==> config.mk <==
export PLATFORM = sky130hd
export DESIGN_NAME = hazard_ctrl
export DESIGN_NICKNAME = d
export VERILOG_FILES = /design/src/rtl/hazard_ctrl_pkg.sv /design/src/rtl/hazard_scoreboard.sv /design/src/rtl/hazard_ctrl.sv
export SDC_FILE = /design/constraint.sdc
export NUM_CORES = 1
export LEC_CHECK = 0
export CORE_MARGIN = 8
export CORE_UTILIZATION = 48
export CTS_BUF_LIST = sky130_fd_sc_hd__clkbuf_16
export DETAILED_ROUTE_END_ITERATION = 12
export GPL_ROUTABILITY_DRIVEN = 0
export HOLD_SLACK_MARGIN = 0.02
export PLACE_DENSITY_LB_ADDON = 0.25
export SETUP_SLACK_MARGIN = 0.02
export SLEW_MARGIN = 20
export SYNTH_ARGS = -nofsm -noshare
export SYNTH_HDL_FRONTEND = slang
export SYNTH_SLANG_ARGS = --single-unit
==> constraint.sdc <==
create_clock -name clk -period 4 [get_ports clk]
set_input_delay 0.8 -clock clk [delete_from_list [all_inputs] [get_ports clk]]
set_output_delay 0.8 -clock clk [all_outputs]
set_load 0.02 [all_outputs]
==> src/rtl/hazard_ctrl_pkg.sv <==
// Shared definitions for the hazard controller: FSM encodings and sizing defaults.
package hazard_ctrl_pkg;
   localparam int RF_AW_DEF = 5;
   localparam int CNT_W     = 4;   // holds MAX_OUTSTANDING up to 15

   typedef enum logic [1:0] {
      HZ_RUN   = 2'd0,
      HZ_HAZ   = 2'd1,
      HZ_FLUSH = 2'd2
   } hz_state_t;
endpackage

==> src/rtl/hazard_scoreboard.sv <==
// Per-register pending-write scoreboard and outstanding-op counter for
// long-latency writes. x0 is never tracked.
module hazard_scoreboard
   import hazard_ctrl_pkg::*;
#(
   parameter int RF_AW           = RF_AW_DEF,
   parameter int MAX_OUTSTANDING = 4
) (
   input  logic                   clk,
   input  logic                   rst,
   input  logic                   set_en,
   input  logic [RF_AW-1:0]       set_addr,
   input  logic                   clr_en,
   input  logic [RF_AW-1:0]       clr_addr,
   output logic [(1<<RF_AW)-1:0]  sb,
   output logic [CNT_W-1:0]       cnt
);
   localparam logic [CNT_W-1:0] MAX_CNT = CNT_W'(MAX_OUTSTANDING);

   logic                  do_set, do_clr;
   logic [(1<<RF_AW)-1:0] sb_nxt;

   // Saturation guard keeps cnt bounded even if a caller ignores the full term.
   assign do_set = set_en && (set_addr != '0) && (cnt != MAX_CNT);
   assign do_clr = clr_en && (clr_addr != '0) && sb[clr_addr];

   always_comb begin
      sb_nxt = sb;
      if (do_clr) sb_nxt[clr_addr] = 1'b0;
      if (do_set) sb_nxt[set_addr] = 1'b1;
   end

   always_ff @(posedge clk or negedge rst) begin
      if (!rst) begin
         sb  <= '0;
         cnt <= '0;
      end else begin
         sb <= sb_nxt;
         case ({do_set, do_clr})
            2'b10:   cnt <= cnt + 1'b1;
            2'b01:   cnt <= cnt - 1'b1;
            default: cnt <= cnt;
         endcase
      end
   end
endmodule

==> src/rtl/hazard_ctrl.sv <==
// ID-stage sequencing controller: hazard detection, stall/flush priority and
// RUN/HAZ/FLUSH FSM. Optional perf counters under CORE_HAZARD_PERF_EN.
module hazard_ctrl
   import hazard_ctrl_pkg::*;
#(
   parameter int RF_AW           = RF_AW_DEF,
   parameter int MAX_OUTSTANDING = 4
) (
   input  logic             clk,
   input  logic             rst,
   input  logic             id_valid,
   input  logic [RF_AW-1:0] id_rs1_addr,
   input  logic             id_rs1_use,
   input  logic [RF_AW-1:0] id_rs2_addr,
   input  logic             id_rs2_use,
   input  logic [RF_AW-1:0] id_rd_addr,
   input  logic             id_rd_wen,
   input  logic             id_long_lat,
   input  logic             id_fence,
   input  logic             ex_branch_taken,
   input  logic             mem_stall,
   input  logic             lat_done,
   input  logic [RF_AW-1:0] lat_waddr,
   output logic             if_stall,
   output logic             if_flush,
   output logic             id2ex_bubble,
   output logic             id_issue,
   output logic             sb_empty
`ifdef CORE_HAZARD_PERF_EN
  ,output logic [31:0]      stall_cycles,
   output logic [31:0]      flush_count
`endif
);
   localparam logic [CNT_W-1:0] MAX_CNT = CNT_W'(MAX_OUTSTANDING);

   hz_state_t             state, state_nxt;
   logic [(1<<RF_AW)-1:0] sb;
   logic [CNT_W-1:0]      cnt;
   logic                  valid, raw, waw, full, fnc, hazard;

   hazard_scoreboard #(.RF_AW(RF_AW), .MAX_OUTSTANDING(MAX_OUTSTANDING)) u_sb (
      .clk      (clk),
      .rst      (rst),
      .set_en   (id_issue && id_rd_wen && id_long_lat),
      .set_addr (id_rd_addr),
      .clr_en   (lat_done),
      .clr_addr (lat_waddr),
      .sb       (sb),
      .cnt      (cnt)
   );

   // The slot behind a redirect holds a wrong-path fetch, so it never counts as valid.
   assign valid  = id_valid && (state != HZ_FLUSH);
   assign raw    = (id_rs1_use && sb[id_rs1_addr]) || (id_rs2_use && sb[id_rs2_addr]);
   assign waw    = id_rd_wen && sb[id_rd_addr];
   assign full   = id_long_lat && (cnt == MAX_CNT);
   assign fnc    = id_fence && (cnt != '0);
   assign hazard = valid && (raw || waw || full || fnc);
   assign sb_empty = (cnt == '0);

   always_comb begin
      if_stall     = 1'b0;
      if_flush     = 1'b0;
      id2ex_bubble = 1'b0;
      id_issue     = 1'b0;
      state_nxt    = HZ_RUN;
      // Controls are quiet while reset is held so nothing moves during reset.
      if (rst) begin
         if (ex_branch_taken) begin
            if_flush     = 1'b1;
            id2ex_bubble = 1'b1;
         end else if (mem_stall) begin
            if_stall     = 1'b1;
         end else if (hazard) begin
            if_stall     = 1'b1;
            id2ex_bubble = 1'b1;
         end else begin
            id_issue     = valid;
            id2ex_bubble = !valid;
         end
         if (ex_branch_taken) state_nxt = HZ_FLUSH;
         else if (hazard)     state_nxt = HZ_HAZ;
      end
   end

   always_ff @(posedge clk or negedge rst) begin
      if (!rst) state <= HZ_RUN;
      else      state <= state_nxt;
   end

`ifdef CORE_HAZARD_PERF_EN
   always_ff @(posedge clk or negedge rst) begin
      if (!rst) begin
         stall_cycles <= '0;
         flush_count  <= '0;
      end else begin
         if (if_stall)        stall_cycles <= stall_cycles + 32'd1;
         if (ex_branch_taken) flush_count  <= flush_count + 32'd1;
      end
   end
`endif
endmodule

==> summary.md <==
| Metric | Value |
|---|---|
| Status | completed |
| P&R area growth vs syn | 26.1% |
| Vias | 2848 |
| Initial core utilization | 48.4% |
| Syn_nets | 346 |
| Synthesized area | 3000 sq um |
| Commonest non-fill, non-tap cell in the layout | nand2_1 |
| Diode count | 0 |
| # setup viols final | 0 |
| Sw frac | 24.8% |
| Std-Cell Rows | 29 |
| Fmax | 0.260 GHz |
| Clock power share | 41.8% |
| Placed instance area | 3600 sq um |
| DR pass1 iterations | 5 |
| Post-route minimum period | 3.84 ns |
| Cts-stage hold buffer count | 0 |
| Combinational share of power | 19.3% |
| Clock sink count | 38 |
| TritonCTS Buffers | 5 |
| Library cells used by synthesis | 47 |
| CTS max path bufs | 2 |
| CORE AREA | 6200 sq um |
| Die Span X | 95.1 um |
| RSZ-0062 raised after global routing | false |
| H-tree depth | 2 |
| Register area | 951 sq um |
| Final Cell Area | 3790 sq um |
| DP HPWL | 6860 um |
| Avg Inst Size Synth | 9.66 sq um |
| Die area | 9050 sq um |
| Multi-input logic area | 1940 sq um |
| Pin count of the biggest net entering global routing | 37 |
| Reg-to-reg setup timing slack | 0.72 ns |
| Critical Path RT | 3.20 ns |
| CP endpoint kind | output pin |
| Final hold violations | 0 |
| Clk root buf | clkbuf_16 |
| PD cells | 274 nW/um^2 |
| Leak | 1.57 nW |
| Layout Nets | 398 |
| Post-Layout Cell Count | 441 |
| Synthesis-stage register bit count | 38 |
| Ports | 36 |
| Worst-skew pair later-pin latency | 0.28 ns |
| DRT antenna net count | 0 |
| Setup Fix Bufs, Post-CTS | 0 |
| CP Class | input pin to output pin |
| Vias per cell | 6.46 |
| Share of cells above drive strength 1 | 19.0% |
| Slack of the critical path | 0.155 ns |
| First-pass GRT wire length | 14900 um |
| Crit Path Max Fanout | 7 |
| Synth top area share | 31.7% |
| Worst path arrival time | 3.04 ns |
| # DRC | 0 |
| Final-report max-slew violation count | 0 |
| Slew HR | 43.9% |
| Initial DRC count | 249 |
| DR WL/cell | 21.3 um |
| Grt total ovfl | 0 |
| Initial antenna violation count | 0 |
| Int Power | 0.781 mW |
| NetSw | 0.257 mW |
| Maximum VDD drop | 0.194 mV |
| CTS tree | yes |
| Detailed Route WL | 9400 um |
| Slew @ Worst Pin | 0.840 ns |
| Pre-CTS WS | -0.425 ns |
| Type of the worst min-delay path | input pin to async pin |
| Commonest non-fill, non-tap cells in the layout | nand2_1, dfrtp_1, o21ai_0 |
| Clk slew on worst S/H paths | 0.05 ns |
| Dominant cell type by area after synthesis | dfrtp_1 |
| Max-Cap Viols | 0 |
| Synth area leaders | dfrtp_1, mux4_2, mux2i_1 |
| Gr usage total | 21.7% |
| Vias in the first global route | 2844 |
| Die Y | 95.1 um |
| Worst Skew | 0.00544 ns |
| YS warnings | 0 |
| Sequential share of power | 39.0% |
| IO buf count | 35 |
| Fillers | 539 |
| Sequential share of the synthesized area | 31.7% |
| Final period util | 96.1% |
| Placed Instances | 432 |
| Syn Inst Count | 311 |
| Type of origin of the critical path | input pin |
-- timing repair --
item                                    4_1_cts  5_1_grt
hold endpoints to repair                      0        0
gates cloned                                  1        0
resized for setup                             9        7
endpoints found under the setup margin        4        4
-- power by group through the flow --
| stage | clock, mW | combinational, mW | sequential, mW |
|---|---|---|---|
| 3_3_place_gp | 0 | 0.194 | 0.410 |
| 5_1_grt | 0.449 | 0.216 | 0.405 |
| 3_5_place_dp | 0 | 0.197 | 0.411 |
| 6_report | 0.434 | 0.200 | 0.405 |
| 4_1_cts | 0.436 | 0.199 | 0.404 |
| 2_1_floorplan | 0 | 0.102 | 0.407 |
-- worst paths after layout --
path                                         start                 endpoint  depth (start not counted)
hold / removal                                 rst       state[1]$_DFF_PN0_                          1
setup reg to reg             u_sb.sb[18]$_DFF_PN0_  u_sb.cnt[3]$_DFFE_PN0P_                         13
min in group clk           u_sb.cnt[3]$_DFFE_PN0P_  u_sb.cnt[3]$_DFFE_PN0P_                          1
max in group asynchronous                      rst    u_sb.sb[24]$_DFF_PN0_                          2
setup / recovery                    id_rs1_addr[1]                 id_issue                          9
hold reg to reg            u_sb.cnt[3]$_DFFE_PN0P_  u_sb.cnt[3]$_DFFE_PN0P_                          1
-- state kept, by name, summed over array words and instances, names as in the netlist --
register,cells
state,2
u_sb.cnt,4
u_sb.sb,32
-- cell usage after synthesis, drive strengths merged --
cell type / number
nor4b: 1
buf: 11
a22oi: 1
xnor2: 2
nor2b: 7
nor3: 4
o22ai: 8
nor3b: 3
nand3: 8
nand2b: 3
nand2: 40
or4: 2
nand3b: 7
o21ai: 65
and3: 1
nand4: 4
clkbuf: 9
inv: 5
xor2: 2
or2: 1
a311oi: 1
a31oi: 1
and3b: 2
nor2: 7
or3b: 3
a2bb2oi: 1
dfrtp: 38
mux2: 2
a22o: 1
mux4: 23
a21oi: 4
fa: 1
a21o: 1
ha: 3
nor4: 2
a32o: 1
and2: 5
or3: 1
mux2i: 29
a221oi: 1
-- metal layers --
metal,global-route usage [%],vias up,part of all wire (%)
li1,-,1278,-
met1,27.2,1405,40
met2,35.7,149,49
met3,5.20,16,8.8
met4,7.41,0,2.1
met5,0,-,0
-- cells by family after synthesis --
logic type / after synthesis / synth area share [%]
xor gates and xnor gates: 4 / 1.17
muxes: 54 / 27.7
DFF: 38 / 31.7
adders and majority gates: 4 / 1.92
buffers and inverters: 25 / 3.71
AOI/OAI and AO/OA: 85 / 16.0
and+or+nand+nor: 101 / 18.0
-- final cells by class --
class                      instances  area share (%)
inverter                           5           0.496
sequential                        38            25.1
clock inverter                     3           0.991
timing repair buffer              65            16.3
multi-input combinational        248            51.3
clock buffer                       5            3.30
tap                               77            2.54
-- worst max-delay path, stage by stage --
cell and delay (ns):
clkdlybuf4s50_1 0.50, buf_12 0.14, mux4_2 0.49, mux2i_1 0.22, nand3b_1 0.11, nand4_1 0.16, nand3_1 0.11, nor3_1 0.17
dlygate4sd1_1 0.34
-- per-stage QoR --
stage	utilization (%)	setup TNS (ns)	hold WS (ns)	power, mW
6_report	61.0	0	0.361	1.04
5_1_grt	61.0	0	0.358	1.07
4_1_cts	61.0	0	0.356	1.04
3_5_place_dp	58.0	-1.60	0.488	0.607
3_3_place_gp	58.0	-1.42	0.481	0.604
2_1_floorplan	-	0	0.465	0.508
No activity file was read; power rests on OpenSTA's default activity.
